<file path="src/rtl/ex_div.sv">
// Multi-cycle restoring radix-2 divider for the execute stage.
// Returns {remainder, quotient} and requests a pipeline stall while busy.
module ex_div #(
  parameter int DATA_W = 32,
  parameter int CNT_W  = 6
) (
  input  logic                  clk,
  input  logic                  reset,
  input  logic                  start,
  input  logic                  signed_div,
  input  logic [DATA_W-1:0]     dividend,
  input  logic [DATA_W-1:0]     divisor,
  input  logic                  cancel,
  output logic [2*DATA_W-1:0]   result,
  output logic                  ready,
  output logic                  stall_req,
  output logic [1:0]            dbg_state
);

  // Handshake: start is a level held by EX until it has consumed the result;
  // ready stays high in END for as long as start stays high, and stall_req
  // covers every cycle in which start is high but ready is not yet.
  typedef enum logic [1:0] {
    S_IDLE    = 2'd0,
    S_BY_ZERO = 2'd1,
    S_ON      = 2'd2,
    S_END     = 2'd3
  } state_t;

  state_t                r_state;
  logic [CNT_W-1:0]      r_cnt;
  logic [2*DATA_W:0]     r_work;
  logic [DATA_W-1:0]     r_dvs;
  logic                  r_neg_q;
  logic                  r_neg_r;
  logic [2*DATA_W-1:0]   r_result;
  logic                  r_ready;

  logic                  w_dvd_neg;
  logic                  w_dvs_neg;
  logic [DATA_W-1:0]     w_dvd_mag;
  logic [DATA_W-1:0]     w_dvs_mag;
  logic [DATA_W+1:0]     w_diff;
  logic [2*DATA_W:0]     w_step;
  logic [DATA_W-1:0]     w_quo;
  logic [DATA_W-1:0]     w_rem;
  logic [DATA_W-1:0]     w_quo_fix;
  logic [DATA_W-1:0]     w_rem_fix;

  assign w_dvd_neg = signed_div & dividend[DATA_W-1];
  assign w_dvs_neg = signed_div & divisor[DATA_W-1];
  assign w_dvd_mag = w_dvd_neg ? -dividend : dividend;
  assign w_dvs_mag = w_dvs_neg ? -divisor : divisor;

  // Trial subtract on the shifted-left upper half; the top bit of r_work is
  // always 0, so bit DATA_W+1 of the difference is a reliable sign.
  assign w_diff = r_work[2*DATA_W:DATA_W-1] - {2'b00, r_dvs};
  assign w_step = w_diff[DATA_W+1] ? {r_work[2*DATA_W-1:0], 1'b0}
                                   : {w_diff[DATA_W:0], r_work[DATA_W-2:0], 1'b1};

  assign w_quo     = r_work[DATA_W-1:0];
  assign w_rem     = r_work[2*DATA_W-1:DATA_W];
  assign w_quo_fix = r_neg_q ? -w_quo : w_quo;
  assign w_rem_fix = r_neg_r ? -w_rem : w_rem;

  always_ff @(posedge clk or negedge reset) begin
    if (!reset) begin
      r_state  <= S_IDLE;
      r_cnt    <= '0;
      r_work   <= '0;
      r_dvs    <= '0;
      r_neg_q  <= 1'b0;
      r_neg_r  <= 1'b0;
      r_result <= '0;
      r_ready  <= 1'b0;
    end else if (r_state != S_IDLE && cancel) begin
      r_state  <= S_IDLE;
      r_cnt    <= '0;
      r_result <= '0;
      r_ready  <= 1'b0;
    end else begin
      case (r_state)
        S_IDLE: begin
          r_ready  <= 1'b0;
          r_result <= '0;
          if (!cancel && start) begin
            if (divisor == '0) begin
              r_state <= S_BY_ZERO;
            end else begin
              r_work  <= {{(DATA_W+1){1'b0}}, w_dvd_mag};
              r_dvs   <= w_dvs_mag;
              r_neg_q <= w_dvd_neg ^ w_dvs_neg;
              r_neg_r <= w_dvd_neg;
              r_cnt   <= '0;
              r_state <= S_ON;
            end
          end
        end
        S_BY_ZERO: begin
          r_result <= '0;
          r_ready  <= 1'b1;
          r_state  <= S_END;
        end
        S_ON: begin
          if (r_cnt == CNT_W'(DATA_W)) begin
            r_result <= {w_rem_fix, w_quo_fix};
            r_ready  <= 1'b1;
            r_state  <= S_END;
          end else begin
            r_work <= w_step;
            r_cnt  <= r_cnt + CNT_W'(1);
          end
        end
        S_END: begin
          if (!start) begin
            r_ready  <= 1'b0;
            r_result <= '0;
            r_state  <= S_IDLE;
          end
        end
        default: r_state <= S_IDLE;
      endcase
    end
  end

  assign result    = r_result;
  assign ready     = r_ready;
  assign stall_req = reset & start & ~r_ready & ~cancel;
  assign dbg_state = r_state;

endmodule

</file>
<file path="config.mk">
export PLATFORM = sky130hd
export DESIGN_NAME = ex_div
export DESIGN_NICKNAME = d
export VERILOG_FILES = /design/src/rtl/ex_div.sv
export SDC_FILE = /design/constraint.sdc
export NUM_CORES = 1
export LEC_CHECK = 0
export ABC_AREA = 0
export CELL_PAD_IN_SITES_DETAIL_PLACEMENT = 1
export CELL_PAD_IN_SITES_GLOBAL_PLACEMENT = 1
export CORE_UTILIZATION = 43
export CTS_CLUSTER_DIAMETER = 150
export DETAILED_ROUTE_END_ITERATION = 10
export PLACE_DENSITY = 0.83
export SYNTH_ARGS = -nofsm -noshare
export SYNTH_HDL_FRONTEND = slang
export SYNTH_SLANG_ARGS = --single-unit
</file>
<file path="constraint.sdc">
create_clock -name clk -period 4.1 [get_ports clk]
set_input_delay 1.025 -clock clk [delete_from_list [all_inputs] [get_ports clk]]
set_output_delay 1.025 -clock clk [all_outputs]
set_load 0.05 [all_outputs]
</file>
Word-level counts from Yosys, hierarchy flattened --
Index checks and enable logic that the tools add are counted.
Word-level totals: flip-flop bits (word level) 172, input port bits 69, word-level logic and storage cells 78, output and inout port bits 68
Operators by class: add/sub/neg operators 6, bitwise gates (word level) 10, muxes and demuxes 28, reduce and logical (&&, ||, !) cells 14, eq/ne operators 12
Operators by type and width (count):
- 65-bit two-way mux | 4
- 64-bit two-way mux | 3
- 64-bit one-hot mux with 3 select lines | 1
- 65-bit one-hot mux with 2 select lines | 1
- 32-bit two-way mux | 4
- 32-bit negator | 4
- 34-bit by 32-bit subtractor with 34-bit output | 1
- 32-bit zero test | 1
- 6-bit two-way mux | 4
- 3-bit inequality test (second input constant) | 5
- 6-bit one-hot mux with 2 select lines | 1
- 2-bit two-way mux | 5
- 2-bit one-hot mux with 4 select lines | 1
- 4-bit AND reduction | 2
- 6-bit by 1-bit adder with 6-bit output (second input constant) | 1
- 6-bit equality test (second input constant) | 1
- 2-bit inequality test (second input constant) | 3
- 1-bit bitwise AND | 5
- 5-bit AND reduction | 1
- 2-bit equality test (second input constant) | 2
- 1-bit NOT | 4
- 1-bit one-hot mux with 4 select lines | 1
- 2-bit nonzero test | 2
- 1-bit two-way mux | 3
- 9 further kinds | 10

Longest topological paths before layout --
depth after elaboration 5, mapped depth 13, gate-level depth less buffers 13

Worst setup path before layout --
Ideal clock, no wire load.
kind input-to-output, from input port cancel, to output port stall_req, setup slack 0.742 ns, arrival 2.333 ns, required time 3.075 ns, path buffers 0, stages on the path 2, cell sequence nand2b_1 nor3b_1
Between the ends: cells in the longest elaborated chain, start to end 2
RTL lines:
- start: declaration | line 13 | input logic cancel,
- 1-bit NOT | line 128 | assign stall_req = reset & start & ~r_ready & ~cancel;
- 1-bit bitwise AND | line 128
- end: declaration | line 16 | output logic stall_req,
No other way between the ends.

Worst setup path in the final report --
from input port divisor[1], to register r_work[61]
Between the ends: cells in the longest elaborated chain, start to end 3
RTL lines:
- start: declaration | line 12 | input logic [DATA_W-1:0] divisor,
- 32-bit zero test | line 87 | if (divisor == '0) begin
- 2-bit inequality test (no source line)
- 5-bit AND reduction (no source line)
- end signal: assignment | line 90 | r_work <= {{(DATA_W+1){1'b0}}, w_dvd_mag};
- end signal: assignment | line 110 | r_work <= w_step;
- end: declaration | line 32 | logic [2*DATA_W:0] r_work;
No other way between the ends. A chain may end at the register's enable or synchronous reset.

==> impl_metrics.ini <==
[run_status]
status = finished, violations left
violations = design-rule violations

[cells_and_area]
n_antenna_cell = 0
layout.cells.non_filler = 1898
final.fill_count = 3161
drive_gt1_share_pct = 5.82
syn_to_final_growth_pct = 20.9
final_nets = 1661

[cts]
cts_sinks = 172
path_clk_slew_ps = 60
clock_latency_ps = 430
numCtsBuffers = 17
post_cts_buffers = 0
ctsHoldBuffers = 0
cts_buffer_depth = 2
htreeDepth = 4
tritoncts = done
cts_resized = 0
cts_root_buffer = clkbuf_16

[yosys]
syn_nets = 1528
ys.warnings.count = 0
ys.flop_type = dfrtp_1
synthTopCellsByArea = dfrtp_1 37%, o21ai_0 8.3%, nand2_1 7.5%
synth_edf_count = 0
synth_top_area_share_pct = 37.2
synth_top_area_cell = dfrtp_1
netlist_area_um2 = 11600
syn_avg_cell_area_um2 = 8.17
synth_seq_cells = 172
syn_inst = 1417
yosysSeqAreaShare_pct = 37.2
netlist_top_cells_count = 230 x nand2_1, 193 x o21ai_0, 172 x dfrtp_1, 118 x a21oi_1, 99 x nor2_1
synth.most_common_cell = nand2_1
yosys.cell_types.count = 68
async_flop_share_pct = 100

[power_and_ir_drop]
power_mw = 7.52
power.density_nw_per_um2 = 537
leakage_nw = 5.91
irDropWorstVdd_v = 0.000261

[timing]
finalSetupViolCount = 0
max_freq_ghz = 0.272
finalHoldViolCount = 0
final.min_clock_period_ps = 3670
tns_ps = 0
hold_ws_ps = 481
relSlewSlack_pct = 23.1
finalClockSkew_ps = 14.0
drv_slew = 0
fin_crit_sh_pct = 89.6
rsz0062_at_grt = no
tightest_slew_ps = 1150

[route]
viasPerCell = 5.76
antenna_left = 0
num_vias = 10900
drt_iter0_drc = 777
wire_per_inst_um = 19.3
wirelength_um = 36500
drt_first_pass_iters = 8
drc = 9

[placement]
port_buffers = 136
place_congestion = 0.879
post-place-cells = 1866
dp_hpwl_um = 27500

[floorplan]
initial_utilization_pct = 44.2
dieWidth_um = 166
num_rows = 59
dieHeight_um = 166
num_io_pins = 137
die-area_um2 = 27600
coreArea_um2 = 26200

[worst_hold_path]
hold_path.class = reg2reg

[worst_setup_path]
critPathMaxStageDelay_ps = 590
path_cells = clkdlybuf4s50_1, inv_1, ha_1, nor4b_1, nand3_1, or4_1, o31a_1, o21a_1, nand2_2, nor3b_1, a21oi_1, nand3_1
worstSetupEndpointType = flop
start_kind = primary input
criticalPathCategory = in2reg
crit_required_ps = 4410
arrival_ps = 3980
slowest_stage = or4_1
critical_path.max_fanout = 12
worst_path_most_repeated_cell = nand3_1

[flow_run]
cap_violations = 0

[global_route]
antenna_found_initial = 0
grt-ovfl-total = 0
grt_first_pass_wirelength_um = 60300
grt_use_total_pct = 27.2
grt_max_degree = 81
grt_pass1_vias = 11100
placed cells by master (no fill, tap or decap), types with 8 or more instances in the layout:
cell / Yosys / layout
buf_4: 3 / 33
nor4_1: 13 / 13
nand2_1: 230 / 230
nor3_1: 23 / 23
o21ai_1: 13 / 13
mux2i_1: 28 / 28
dfrtp_1: 172 / 172
o41ai_1: 8 / 8
xor2_1: 78 / 78
or3_1: 17 / 17
or4_1: 13 / 13
nor2_1: 99 / 99
a21o_1: 10 / 10
nor2b_1: 16 / 16
nand3_1: 18 / 17
clkdlybuf4s50_1: 0 / 134
xnor2_1: 62 / 62
o31ai_1: 24 / 24
ha_1: 41 / 40
clkbuf_16: 0 / 17
a21oi_1: 118 / 118
o21ai_0: 193 / 193
inv_1: 59 / 59
nand2b_1: 16 / 16
o21a_1: 10 / 10
critical path: cells and delay by family:
family	cells	cell delay, ps
AO/OA/AOI/OAI	3	780
adder cells (fa/ha/maj)	1	180
buffers and inverters	2	500
AND/OR/NAND/NOR	6	1500
cell families (layout without fill, tap and decap cells):
group | count (synthesis) | after routing | share of synthesized area, %
mux | 28 | 28 | 2.42
xor+xnor | 140 | 140 | 10.6
buf+inv | 120 | 266 | 4.39
compound gates | 429 | 429 | 21.5
simple gates | 486 | 486 | 19.4
flops | 172 | 172 | 37.2
fa+ha+maj | 42 | 42 | 4.60
metrics by stage:
stage	cell area (um^2)	util (%)	setup WS [ps]
final	14000	53.4	426
after CTS	14000	53.4	449
after global routing	14000	53.4	224
after floorplan	11600	-	742
after global placement	13400	51.3	93.1
after detailed placement	13400	51.3	28.0
sequential cells by signal, indices dropped and copies added (netlist names):
signal     count
r_neg_r        1
r_neg_q        1
r_dvs         32
dbg_state      2
r_work        65
ready          1
result        64
r_cnt          6
where the power goes:
part	leakage, nW	internal [mW]	switching, mW
clock network	0.270	0.831	0.720
logic	3.37	1.28	2.19
registers	2.27	2.03	0.470
total	5.91	4.14	3.38
final timing paths:
| check | from | to | cells after the start | slack, ps |
|---|---|---|---|---|
| max in group asynchronous | reset | r_dvs[8] | 2 | 2160 |
| worst max-delay path | divisor[1] | r_work[61] | 12 | 430 |
| worst min-delay path | result[49] | result[49] | 2 | 480 |
| min in group asynchronous | reset | result[11] | 1 | 510 |
| worst max register to register | r_work[46] | r_work[46] | 9 | 480 |
| worst min register to register | result[49] | result[49] | 2 | 480 |
layout make-up:
type / instances / area, um^2 / share of cell area (%)
clock buffers: 21 / 470 / 3.36
clock inverters: 11 / 86.3 / 0.617
inverters: 60 / 225 / 1.61
multi-input cells: 1125 / 6770 / 48.4
flip-flops and latches: 172 / 4300 / 30.7
well taps: 335 / 419 / 2.99
repair buffers: 174 / 1720 / 12.3
metal layers:
layer / share of wire (%) / global-route usage [%]
met5: 0 / 0
met4: 1.3 / 6.22
met3: 5.2 / 3.67
met2: 45 / 41.8
met1: 49 / 40.5
Note: power is estimated with default switching activity, not from simulation.
